`src/rtl/priority_decoder_acc_if.sv`:
```
// rtl/priority_decoder_acc_if.sv - index stream in, frame mask result out
interface priority_decoder_acc_if #(
    parameter int N = 4
);
    localparam int IW = $clog2(N);

    logic          in_valid;
    logic          in_ready;
    logic [IW-1:0] in_code;
    logic          in_code_valid;
    logic          in_last;
    logic          out_valid;
    logic          out_ready;
    logic [N-1:0]  out_mask;
    logic [IW:0]   out_count;
    logic          out_dup;
    logic          out_err;

    modport master (
        output in_valid, in_code, in_code_valid, in_last, out_ready,
        input  in_ready, out_valid, out_mask, out_count, out_dup, out_err
    );

    modport slave (
        input  in_valid, in_code, in_code_valid, in_last, out_ready,
        output in_ready, out_valid, out_mask, out_count, out_dup, out_err
    );
endinterface

```
`src/rtl/priority_decoder_acc.sv`:
```
// rtl/priority_decoder_acc.sv - decode encoded indices and OR them into a per-frame mask
module priority_decoder_acc #(
    parameter int N = 4
) (
    input  logic                  clk,
    input  logic                  rst,
    priority_decoder_acc_if.slave bus
);
    localparam int IW = $clog2(N);
    localparam logic [IW:0] N_LIM = (IW + 1)'(N);

    typedef enum logic {COLLECT, HOLD} state_t;

    state_t        state, state_next;
    logic [N-1:0]  acc;
    logic          dup_sticky;
    logic          err_sticky;
    logic [N-1:0]  mask_q;
    logic [IW:0]   count_q;
    logic          dup_q;
    logic          err_q;

    logic          accept;
    logic          in_range;
    logic          bad_code;
    logic [N-1:0]  dec;
    logic          hit;
    logic [N-1:0]  acc_next;

    function automatic logic [IW:0] popcount(input logic [N-1:0] m);
        logic [IW:0] c;
        c = '0;
        for (int i = 0; i < N; i++) begin
            c = c + {{IW{1'b0}}, m[i]};
        end
        return c;
    endfunction

    assign bus.in_ready  = (state == COLLECT) && !rst;
    assign bus.out_valid = (state == HOLD);
    assign bus.out_mask  = mask_q;
    assign bus.out_count = count_q;
    assign bus.out_dup   = dup_q;
    assign bus.out_err   = err_q;

    assign accept   = bus.in_valid && bus.in_ready;
    // Codes at or above N only exist when N is not a power of two.
    assign in_range = bus.in_code_valid && ({1'b0, bus.in_code} < N_LIM);
    assign bad_code = bus.in_code_valid && !in_range;
    assign dec      = in_range ? (N'(1) << bus.in_code) : '0;
    assign hit      = |(acc & dec);
    assign acc_next = acc | dec;

    always_comb begin
        state_next = state;
        case (state)
            COLLECT: if (accept && bus.in_last) state_next = HOLD;
            HOLD:    if (bus.out_ready)         state_next = COLLECT;
            default: state_next = COLLECT;
        endcase
    end

    always_ff @(posedge clk) begin
        if (rst) begin
            state      <= COLLECT;
            acc        <= '0;
            dup_sticky <= 1'b0;
            err_sticky <= 1'b0;
            mask_q     <= '0;
            count_q    <= '0;
            dup_q      <= 1'b0;
            err_q      <= 1'b0;
        end else begin
            state <= state_next;
            if (accept) begin
                if (bus.in_last) begin
                    // Publish the frame including this beat and start the next one clean.
                    mask_q     <= acc_next;
                    count_q    <= popcount(acc_next);
                    dup_q      <= dup_sticky | hit;
                    err_q      <= err_sticky | bad_code;
                    acc        <= '0;
                    dup_sticky <= 1'b0;
                    err_sticky <= 1'b0;
                end else begin
                    acc        <= acc_next;
                    dup_sticky <= dup_sticky | hit;
                    err_sticky <= err_sticky | bad_code;
                end
            end
        end
    end
endmodule

```
`src/flat_wrapper.sv`:
```
// flat-port wrapper written by rule: the top's interface ports become plain ports
module priority_decoder_acc_flat 
#(
    parameter int N = 4
)
  (clk, rst, bus_in_valid, bus_in_code, bus_in_code_valid, bus_in_last, bus_out_ready, bus_in_ready, bus_out_valid, bus_out_mask, bus_out_count, bus_out_dup, bus_out_err);
  priority_decoder_acc_if #(.N(N)) bus_i ();
  input  logic clk;
  input  logic rst;
  input wire logic [$bits(bus_i.in_valid)-1:0] bus_in_valid;
  input wire logic [$bits(bus_i.in_code)-1:0] bus_in_code;
  input wire logic [$bits(bus_i.in_code_valid)-1:0] bus_in_code_valid;
  input wire logic [$bits(bus_i.in_last)-1:0] bus_in_last;
  input wire logic [$bits(bus_i.out_ready)-1:0] bus_out_ready;
  output wire logic [$bits(bus_i.in_ready)-1:0] bus_in_ready;
  output wire logic [$bits(bus_i.out_valid)-1:0] bus_out_valid;
  output wire logic [$bits(bus_i.out_mask)-1:0] bus_out_mask;
  output wire logic [$bits(bus_i.out_count)-1:0] bus_out_count;
  output wire logic [$bits(bus_i.out_dup)-1:0] bus_out_dup;
  output wire logic [$bits(bus_i.out_err)-1:0] bus_out_err;
  assign bus_i.in_valid = bus_in_valid;
  assign bus_i.in_code = bus_in_code;
  assign bus_i.in_code_valid = bus_in_code_valid;
  assign bus_i.in_last = bus_in_last;
  assign bus_i.out_ready = bus_out_ready;
  assign bus_in_ready = bus_i.in_ready;
  assign bus_out_valid = bus_i.out_valid;
  assign bus_out_mask = bus_i.out_mask;
  assign bus_out_count = bus_i.out_count;
  assign bus_out_dup = bus_i.out_dup;
  assign bus_out_err = bus_i.out_err;
  priority_decoder_acc #(.N(N)) u_core (.clk(clk), .rst(rst), .bus(bus_i));
endmodule
```
`config.mk`:
```
export PLATFORM = sky130hd
export DESIGN_NAME = priority_decoder_acc_flat
export DESIGN_NICKNAME = d
export VERILOG_FILES = /design/src/rtl/priority_decoder_acc_if.sv /design/src/rtl/priority_decoder_acc.sv /design/src/flat_wrapper.sv
export SDC_FILE = /design/constraint.sdc
export NUM_CORES = 1
export LEC_CHECK = 0
export BUFFER_PORTS_ARGS = -buffer_cell sky130_fd_sc_hd__buf_2
export CORE_MARGIN = 5
export CORE_UTILIZATION = 45
export CTS_BUF_LIST = sky130_fd_sc_hd__clkbuf_8
export CTS_CLUSTER_SIZE = 28
export DETAILED_ROUTE_END_ITERATION = 12
export GPL_TIMING_DRIVEN = 0
export PLACE_DENSITY = 0.78
export SYNTH_ARGS = -nofsm -noshare
export SYNTH_HDL_FRONTEND = slang
export SYNTH_SLANG_ARGS = --single-unit
```
`constraint.sdc`:
```
create_clock -name clk -period 2.15 [get_ports clk]
set_input_delay 0.3225 -clock clk [delete_from_list [all_inputs] [get_ports clk]]
set_output_delay 0.3225 -clock clk [all_outputs]
set_load 0.01 [all_outputs]
```
==> impl_metrics.json, run 1 <==
{
  "worstSetupStartpointType": "input pin",
  "post-route-drc-count": 0,
  "p_leak_uw": 0.000386,
  "crit_path_end_kind": "flop",
  "finalCritPeriodShare_pct": 90.6,
  "fin_util_pct": 56.4,
  "hold_viol_final": 0,
  "async_flop_share_pct": 0,
  "antenna_found_initial": 0,
  "r2r-end": "u_core.bus.out_count[1]",
  "synthTopCellsByCount": "14 x dfxtp_1, 9 x nor2_1, 5 x nand2_1, 5 x nor3_1",
  "worstMarginPinSlew_ns": 0.545,
  "synth_xor_area_share_pct": 0,
  "ant_nets": 0,
  "yosys_warnings": 0,
  "hold_buffers": 0,
  "area_delta_synth_final_pct": 19.1,
  "initial_core_util_pct": 47.3,
  "ctsHtreeMaxLevel": 1,
  "io_buffers": 15,
  "synth_top_family_by_area": "compound AO/OA/AOI/OAI gates",
  "cts_tree": "yes",
  "multi_input_area_um2": 362,
  "root_buffer": "clkbuf_8",
  "grt_pass1_wl_um": 2610,
  "path_cells": "buf_2, nor2b_1, a21oi_1, inv_1, ha_1, inv_1, fa_1, inv_1, ha_1, nand2_1, a21oi_1",
  "grt_usage_pct": 13.5,
  "path_max_fanout": 6,
  "cp.required_ns": 2.25,
  "relSlewSlack_pct": 63.7,
  "regToRegSetupSlack_ns": 0.32,
  "rsz0062_at_grt": "no",
  "p_per_area_mw_per_mm2": 676,
  "crit_path_end": "u_core.bus.out_count[1]",
  "die_x_um": 49.8,
  "cts.reportedPaths.clkPinSlew_ns": 0.06,
  "setup_ws_ns": 0.202,
  "startpoint": "bus_in_code_valid",
  "grt_max_degree": 11,
  "ys_ff_latch": 14,
  "crit_slowest_cell": "fa_1",
  "hpwl_um": 1000,
  "drt_iter0_markers": 2,
  "hold_class": "input pin to flop",
  "crit_cells": 11,
  "slew_violations": 0,
  "finalSetupTns_ns": 0,
  "die_y_um": 49.8,
  "yosys-top-cells-area": "dfxtp_1 39%, a211oi_2 7.0%, buf_6 6.3%, nor2_1 4.7%, a31oi_1 3.5%",
  "die_area_mm2": 0.00248,
  "antenna_cells": 0,
  "peakVddDrop_v": 0.000374,
  "status": "complete, no violations",
  "drt_first_pass_iters": 4,
  "cts_setup_buffers": 0,
  "synth_edf_count": 0,
  "cts_buffers": 3,
  "yosysMostFrequentCell": "dfxtp_1",
  "synth_compound_area_share_pct": 22.1,
  "core_mm2": 0.00151,
  "max_stage_delay_ns": 0.40,
  "dpl.cell_count": 106,
  "cts_resized": 0,
  "synth_top_area_cell": "dfxtp_1",
  "seq_area_frac_synth_pct": 39.3,
  "finalNonFillerCells": 109,
  "grt_pass1_vias": 569,
  "avgSynthCellArea_um2": 9.51,
  "path_common_cell": "inv_1",
  "synth.mux.area_fraction_pct": 2.98,
  "critPathArrivalTime_ns": 2.05,
  "yosys.area_share.adder_pct": 6.32,
  "max-cap-violations": 0,
  "synth_ff_type": "dfxtp_1",
  "synth_area_um2": 713,
  "clock_sinks": 14,
  "synthSimpleGateAreaFrac_pct": 18.8,
  "r2r_cells": 9,
  "drive_gt1_share_pct": 32.3,
  "wl_um": 1390,
  "nets": 106,
  "vias": 562,
  "fillers": 141,
  "synth_nets": 86,
  "timing.rr.start": "u_core.acc[0]",
  "routed_via_density": 5.16,
  "cts_buffer_depth": 2,
  "pre_cts_ws_ns": -0.0399,
  "seqCellArea_um2": 280,
  "fin_crit_ns": 1.95,
  "overflow": 0,
  "setup_viol": 0,
  "clk_latency_ns": 0.24,
  "fmax_mhz": 513,
  "yosysTopAreaCellShare_pct": 39.3,
  "cp_top_family": "adder cells",
  "rows": 14,
  "ioPinCount": 19,
  "critPathKind": "input pin to flop",
  "wl_per_cell_um": 12.7,
  "gp_congestion": 0.771,
  "critical_path_buf_inv_count": 4,
  "syn_inst": 75,
  "synth_cell_types": 27,
  "fin_skew_ns": 0.00386
}
## power breakdown
part / switching (µW) / leakage (µW) / internal [µW]
Sequential: 5.32 / 0.000114 / 270
Combinational: 50.6 / 0.000251 / 41.3
Clock: 83.3 / 0.0000216 / 123
Total: 139 / 0.000386 / 435
## cells in the final DEF, fill, tap and decap left out, drive strengths merged, types with 2 or more instances in the layout
| cell | netlist | routed |
|---|---|---|
| a21oi | 4 | 4 |
| inv | 4 | 4 |
| nand3b | 2 | 2 |
| dfxtp | 14 | 14 |
| clkbuf | 1 | 4 |
| nor3 | 5 | 5 |
| a31oi | 4 | 4 |
| nand2 | 5 | 5 |
| a211oi | 6 | 6 |
| ha | 2 | 2 |
| buf | 5 | 20 |
| o21a | 2 | 2 |
| nor2 | 9 | 9 |
## cell families after synthesis
family / Yosys count
and+or+nand+nor: 26
AOI/OAI and AO/OA: 19
DFF: 14
buffers and inverters: 10
adders and majority gates: 3
muxes: 2
other: 1
## per-stage QoR
step | power [µW] | instance area, µm² | hold slack [ns]
floorplan | 347 | 713 | 0.462
global placement | 371 | 808 | 0.444
detailed placement | 373 | 808 | 0.451
CTS | 579 | 850 | 0.284
global route | 607 | 850 | 0.296
finish | 574 | 850 | 0.286
## how the worst min path moves through the flow
| stage | start | depth (start not counted) | endpoint | slack (ns) |
|---|---|---|---|---|
| after global placement | u_core.bus.out_count[2] | 2 | u_core.bus.out_count[2] | 0.44 |
| after global routing | rst | 2 | u_core.bus.out_mask[1] | 0.30 |
| after detailed placement | u_core.bus.out_count[2] | 2 | u_core.bus.out_count[2] | 0.45 |
| after CTS | rst | 2 | u_core.acc[0] | 0.28 |
| final | rst | 2 | u_core.acc[0] | 0.29 |
| after floorplan | u_core.acc[2] | 1 | u_core.acc[2] | 0.46 |
## layer usage
layer  wire, µm  global-route usage, %  part of all wire (%)
met1        620                   17.1                    45
met2        667                   20.3                    48
met3         92                   4.52                   6.6
met4          8                   6.55                  0.58
met5          0                      0                     0
## registers in the layout, summed over array words and instances (netlist names)
| register | cells |
|---|---|
| u_core.acc | 4 |
| u_core.bus.out_count | 3 |
| u_core.bus.out_dup | 1 |
| u_core.bus.out_mask | 4 |
| u_core.bus.out_valid | 1 |
| u_core.dup_sticky | 1 |
## area by class of cell
cell class,count,area share (%)
Timing Repair Buffer,15,8.84
Buffer,6,6.63
Tap cell,16,2.36
Sequential cell,14,33.0
Inverter,4,1.77
Multi-Input combinational cell,51,42.6
Clock buffer,3,4.86
Note: power is estimated with default switching activity, not from simulation.
==> inputs of run 2 (changes only) <==
CORE_UTILIZATION = 50   (was 45)
MAX_ROUTING_LAYER = met4   (was not set)
PLACE_DENSITY = 0.84   (was 0.78)
==> run 2 against run 1 <==
  * Worst hold slack lost 0.0032 ns
  * Routed wire length increased by 4.3%
  * Final cell count did not move
  * Total power up 8.3%
  * Sequential cell count unchanged
  * Critical path type unchanged
==> impl_metrics.json, run 2 (synthesis gave the netlist of run 1 again) <==
{
  "io_buffers": 15,
  "area_delta_synth_final_pct": 20.9,
  "relSlewSlack_pct": 65.1,
  "p_per_area_mw_per_mm2": 721,
  "drt_iter0_markers": 16,
  "wl_um": 1450,
  "vias": 626,
  "rows": 13,
  "finalSetupTns_ns": 0,
  "nets": 106,
  "hold_viol_final": 0,
  "peakVddDrop_v": 0.000453,
  "cts_resized": 0,
  "worstMarginPinSlew_ns": 0.523,
  "drive_gt1_share_pct": 33.0,
  "regToRegSetupSlack_ns": 0.27,
  "clk_latency_ns": 0.24,
  "ctsHtreeMaxLevel": 1,
  "cts_setup_buffers": 0,
  "fin_crit_ns": 1.99,
  "mostFrequentLayoutCells": "15 x buf_2, 14 x dfxtp_1, 9 x nor2_1",
  "fin_util_pct": 65.4,
  "pwr-share-seq_pct": 44.4,
  "p_leak_uw": 0.000394,
  "root_buffer": "clkbuf_8",
  "cts_buffers": 3,
  "power_uw": 621,
  "worstSetupStartpointType": "input pin",
  "cts.reportedPaths.clkPinSlew_ns": 0.06,
  "setup_ws_ns": 0.161,
  "ant_nets": 0,
  "post-route-drc-count": 0,
  "slew_violations": 0,
  "ioPinCount": 19,
  "antenna_found_initial": 0,
  "grt_pass1_vias": 584,
  "hold_class": "input pin to flop",
  "pre_cts_ws_ns": -0.0665,
  "path_max_fanout": 6,
  "clock_sinks": 14,
  "initial_core_util_pct": 54.1,
  "max-cap-violations": 0,
  "grt_pass1_wl_um": 2510,
  "wl_per_cell_um": 13.3,
  "pwr-share-comb_pct": 14.9,
  "critPathKind": "input pin to flop",
  "grt_usage_pct": 16.7,
  "core_mm2": 0.00132,
  "net-switching-power_uw": 148,
  "setup_viol": 0,
  "critPathArrivalTime_ns": 2.09,
  "cts_buffer_depth": 2,
  "die_y_um": 47.8,
  "status": "complete, no violations",
  "die_x_um": 47.8,
  "drt_first_pass_iters": 4,
  "cts_tree": "yes",
  "fin_skew_ns": 0.00293,
  "grt_max_degree": 11,
  "final_common_cell": "buf_2",
  "rsz0062_at_grt": "no",
  "crit_path_end_kind": "flop",
  "antenna_cells": 0,
  "routed_via_density": 5.74,
  "clockPowerShare_pct": 40.8,
  "cp.required_ns": 2.26,
  "intPower_uw": 473,
  "fmax_mhz": 503,
  "hpwl_um": 1060,
  "hold_buffers": 0,
  "finalCritPeriodShare_pct": 92.5,
  "gp_congestion": 0.742,
  "overflow": 0,
  "die_area_mm2": 0.00228,
  "p_sw_share_pct": 23.9
}
==> run 2: changes by cell type in the layout (fill, tap and decap cells not counted), sizes merged <==
| cell | delta |
|---|---|
| clkbuf | +1 |
==> run 2: routing by layer <==
metal	part of all wire [%]	track usage (%)	routed length [µm]	up-vias
li1	-	-	-	301
met1	40	19.8	577	295
met2	51	27.4	732	26
met3	8.2	3.38	119	4
met4	1.3	6.45	19	0
met5	0	-	0	-
==> run 2: final timing paths <==
kind                                         startpoint                 endpoint  depth (start not counted)
worst max-delay path                  bus_in_code_valid  u_core.bus.out_count[1]                         11
worst min-delay path                                rst   u_core.bus.out_mask[1]                          2
worst max register to register            u_core.acc[0]  u_core.bus.out_count[1]                          9
worst min register to register  u_core.bus.out_count[1]  u_core.bus.out_count[1]                          2
==> run 2: power by group through the flow <==
stage	clock network, µW	logic [µW]	registers [µW]
after floorplan	0	61.2	285
after global placement	0	90.3	281
after global routing	274	105	277
after detailed placement	0	91.7	281
final	253	92.4	276
after CTS	257	93.0	276
==> run 2: layout make-up <==
cell class,instances,area (µm²)
well taps,15,18.8
multi-input cells,51,362
fillers,123,455
plain buffers,6,56.3
flip-flops and latches,14,280
inverters,4,15.0
repair buffers,15,75.1
clock buffers,4,55.1
==> run 2: worst max-delay path, stage by stage <==
cell	delay (ns)
buf_2	0.12
nor2b_1	0.19
a21oi_1	0.25
inv_1	0.08
ha_1	0.27
inv_1	0.05
fa_1	0.41
inv_1	0.07
ha_1	0.22
nand2_1	0.06
a21oi_1	0.05
==> run 2: per-stage QoR <==
stage	instance area (µm²)	cells	hold WS, ns
final	862	109	0.283
after floorplan	713	75	0.462
after CTS	862	109	0.282
after detailed placement	807	105	0.449
after global placement	807	105	0.444
after global routing	862	109	0.299
==> inputs of run 3 (changes only) <==
CORE_UTILIZATION = 49   (was 50)
CTS_BUF_LIST = sky130_fd_sc_hd__clkbuf_4 sky130_fd_sc_hd__clkbuf_8 sky130_fd_sc_hd__clkbuf_16   (was sky130_fd_sc_hd__clkbuf_8)
PLACE_DENSITY = 0.83   (was 0.84)
==> run 3 against run 2 <==
  * Routed wire length up 5.0%
  * Setup slack better by 0.037 ns
  * Final cell count is the same
  * Register-to-register slack barely moved
  * Critical path type unchanged
==> impl_metrics.json, run 3 (synthesis gave the netlist of run 1 again) <==
{
  "status": "complete, no violations",
  "grt_max_degree": 11,
  "dpl.cell_count": 105,
  "path_common_cell": "inv_1",
  "drt_first_pass_iters": 4,
  "critical_path_buf_inv_count": 4,
  "startpoint": "bus_in_code_valid",
  "rsz0062_at_grt": "no",
  "cts_buffers": 3,
  "cts_buffer_depth": 2,
  "relSlewSlack_pct": 64.2,
  "cts_setup_buffers": 0,
  "die_y_um": 48.2,
  "cp_top_family": "adder cells",
  "crit_path_end_kind": "flop",
  "drive_gt1_share_pct": 33.0,
  "gp_congestion": 0.731,
  "max-cap-violations": 0,
  "post-route-drc-count": 0,
  "io_buffers": 15,
  "cts_tree": "yes",
  "pwr-share-comb_pct": 16.8,
  "core_mm2": 0.00133,
  "grt_pass1_vias": 573,
  "ctsHtreeMaxLevel": 1,
  "overflow": 0,
  "worstMarginPinSlew_ns": 0.537,
  "intPower_uw": 414,
  "max_stage_delay_ns": 0.40,
  "p_sw_share_pct": 25.8,
  "finalCritPeriodShare_pct": 90.8,
  "final_common_cell": "buf_2",
  "nets": 106,
  "finalNonFillerCells": 109,
  "ant_nets": 0,
  "timing.rr.start": "u_core.acc[0]",
  "pwr-share-seq_pct": 49.4,
  "p_per_area_mw_per_mm2": 661,
  "cp.required_ns": 2.29,
  "antenna_found_initial": 0,
  "r2r_cells": 9,
  "hpwl_um": 1180,
  "root_buffer": "clkbuf_4",
  "slew_violations": 0,
  "fillers": 129,
  "wl_per_cell_um": 14.0,
  "path_cells": "buf_2, nor2b_1, a21oi_1, inv_1, ha_1, inv_1, fa_1, inv_1, ha_1, nand2_1, a21oi_1",
  "area_delta_synth_final_pct": 18.2,
  "grt_usage_pct": 15.8,
  "die_x_um": 48.2,
  "net-switching-power_uw": 144,
  "ioPinCount": 19,
  "regToRegSetupSlack_ns": 0.26,
  "mostFrequentLayoutCells": "15 x buf_2, 14 x dfxtp_1, 9 x nor2_1",
  "fin_crit_ns": 1.95,
  "cts_resized": 0,
  "fmax_mhz": 512,
  "worstSetupStartpointType": "input pin",
  "drt_iter0_markers": 5,
  "crit_cells": 11,
  "rows": 13,
  "die_area_mm2": 0.00232,
  "critPathKind": "input pin to flop",
  "clockPowerShare_pct": 33.8,
  "hold_buffers": 0,
  "vias": 600,
  "setup_viol": 0,
  "initial_core_util_pct": 53.5,
  "hold_viol_final": 0,
  "routed_via_density": 5.50,
  "crit_path_end": "u_core.bus.out_count[1]",
  "clk_latency_ns": 0.27,
  "r2r-end": "u_core.bus.out_count[1]",
  "cts.reportedPaths.clkPinSlew_ns": 0.09,
  "wl_um": 1520,
  "path_max_fanout": 6,
  "fin_util_pct": 63.2,
  "fin_hold_ws_ns": 0.251,
  "p_leak_uw": 0.000386,
  "critPathArrivalTime_ns": 2.10,
  "clock_sinks": 14,
  "fin_skew_ns": 0.00113,
  "antenna_cells": 0,
  "peakVddDrop_v": 0.000338,
  "hold_class": "input pin to flop",
  "crit_slowest_cell": "fa_1",
  "grt_pass1_wl_um": 2530
}
-- run 3: cell types whose count changed in the layout (fill, tap and decap cells not counted) --
cell,delta
clkbuf_4,+3
clkbuf_8,-3
-- run 3: layout make-up --
cell class | count | area [µm²] | area share [%]
sequential | 14 | 280 | 33.2
buffer | 6 | 56.3 | 6.68
inverter | 4 | 15.0 | 1.78
multi-input combinational | 51 | 362 | 42.9
clock buffer | 4 | 36.3 | 4.30
timing repair buffer | 15 | 75.1 | 8.90
tap | 15 | 18.8 | 2.23
-- run 3: worst min-delay path by stage --
stage	depth (start not counted)	endpoint	slack (ns)	from
2_1_floorplan	1	u_core.acc[2]	0.46	u_core.acc[2]
3_3_place_gp	2	u_core.bus.out_count[2]	0.44	u_core.bus.out_count[2]
3_5_place_dp	2	u_core.bus.out_count[2]	0.45	u_core.bus.out_count[2]
4_1_cts	2	u_core.bus.out_mask[1]	0.24	rst
5_1_grt	2	u_core.bus.out_mask[1]	0.25	rst
6_report	2	u_core.bus.out_mask[1]	0.25	rst
-- run 3: power groups by stage --
stage                     Combinational [µW]  Clock (µW)  Sequential [µW]
after global routing                     106         204              277
after CTS                               94.1         194              276
final                                   93.4         189              275
after floorplan                         61.2           0              285
after detailed placement                94.2           0              282
after global placement                  90.0           0              281
-- run 3: worst reg2reg max path, stage by stage, from the launching register on --
cell and delay [ns]:
dfxtp_1 0.33, a21oi_1 0.22, inv_1 0.08, ha_1 0.29, inv_1 0.06, fa_1 0.40
inv_1 0.06, ha_1 0.21, nand2_1 0.06, a21oi_1 0.06
-- run 3: stage by stage --
step	TNS [ns]	worst slack, ns	cell area, µm²	total power (µW)
3_5_place_dp	-0.0970	-0.0970	807	376
3_3_place_gp	-0.0300	-0.0300	807	371
6_report	0	0.198	843	557
4_1_cts	0	0.199	843	564
5_1_grt	0	0.0825	843	587
2_1_floorplan	0	0.192	713	347
-- run 3: layer usage --
| metal | GRT usage [%] | part of all wire [%] | vias to the layer above |
|---|---|---|---|
| met1 | 20.2 | 44 | 286 |
| li1 | - | - | 298 |
| met2 | 26.0 | 51 | 16 |
| met5 | - | 0 | - |
| met3 | 3.69 | 5.5 | 0 |
| met4 | 1.61 | 0 | 0 |
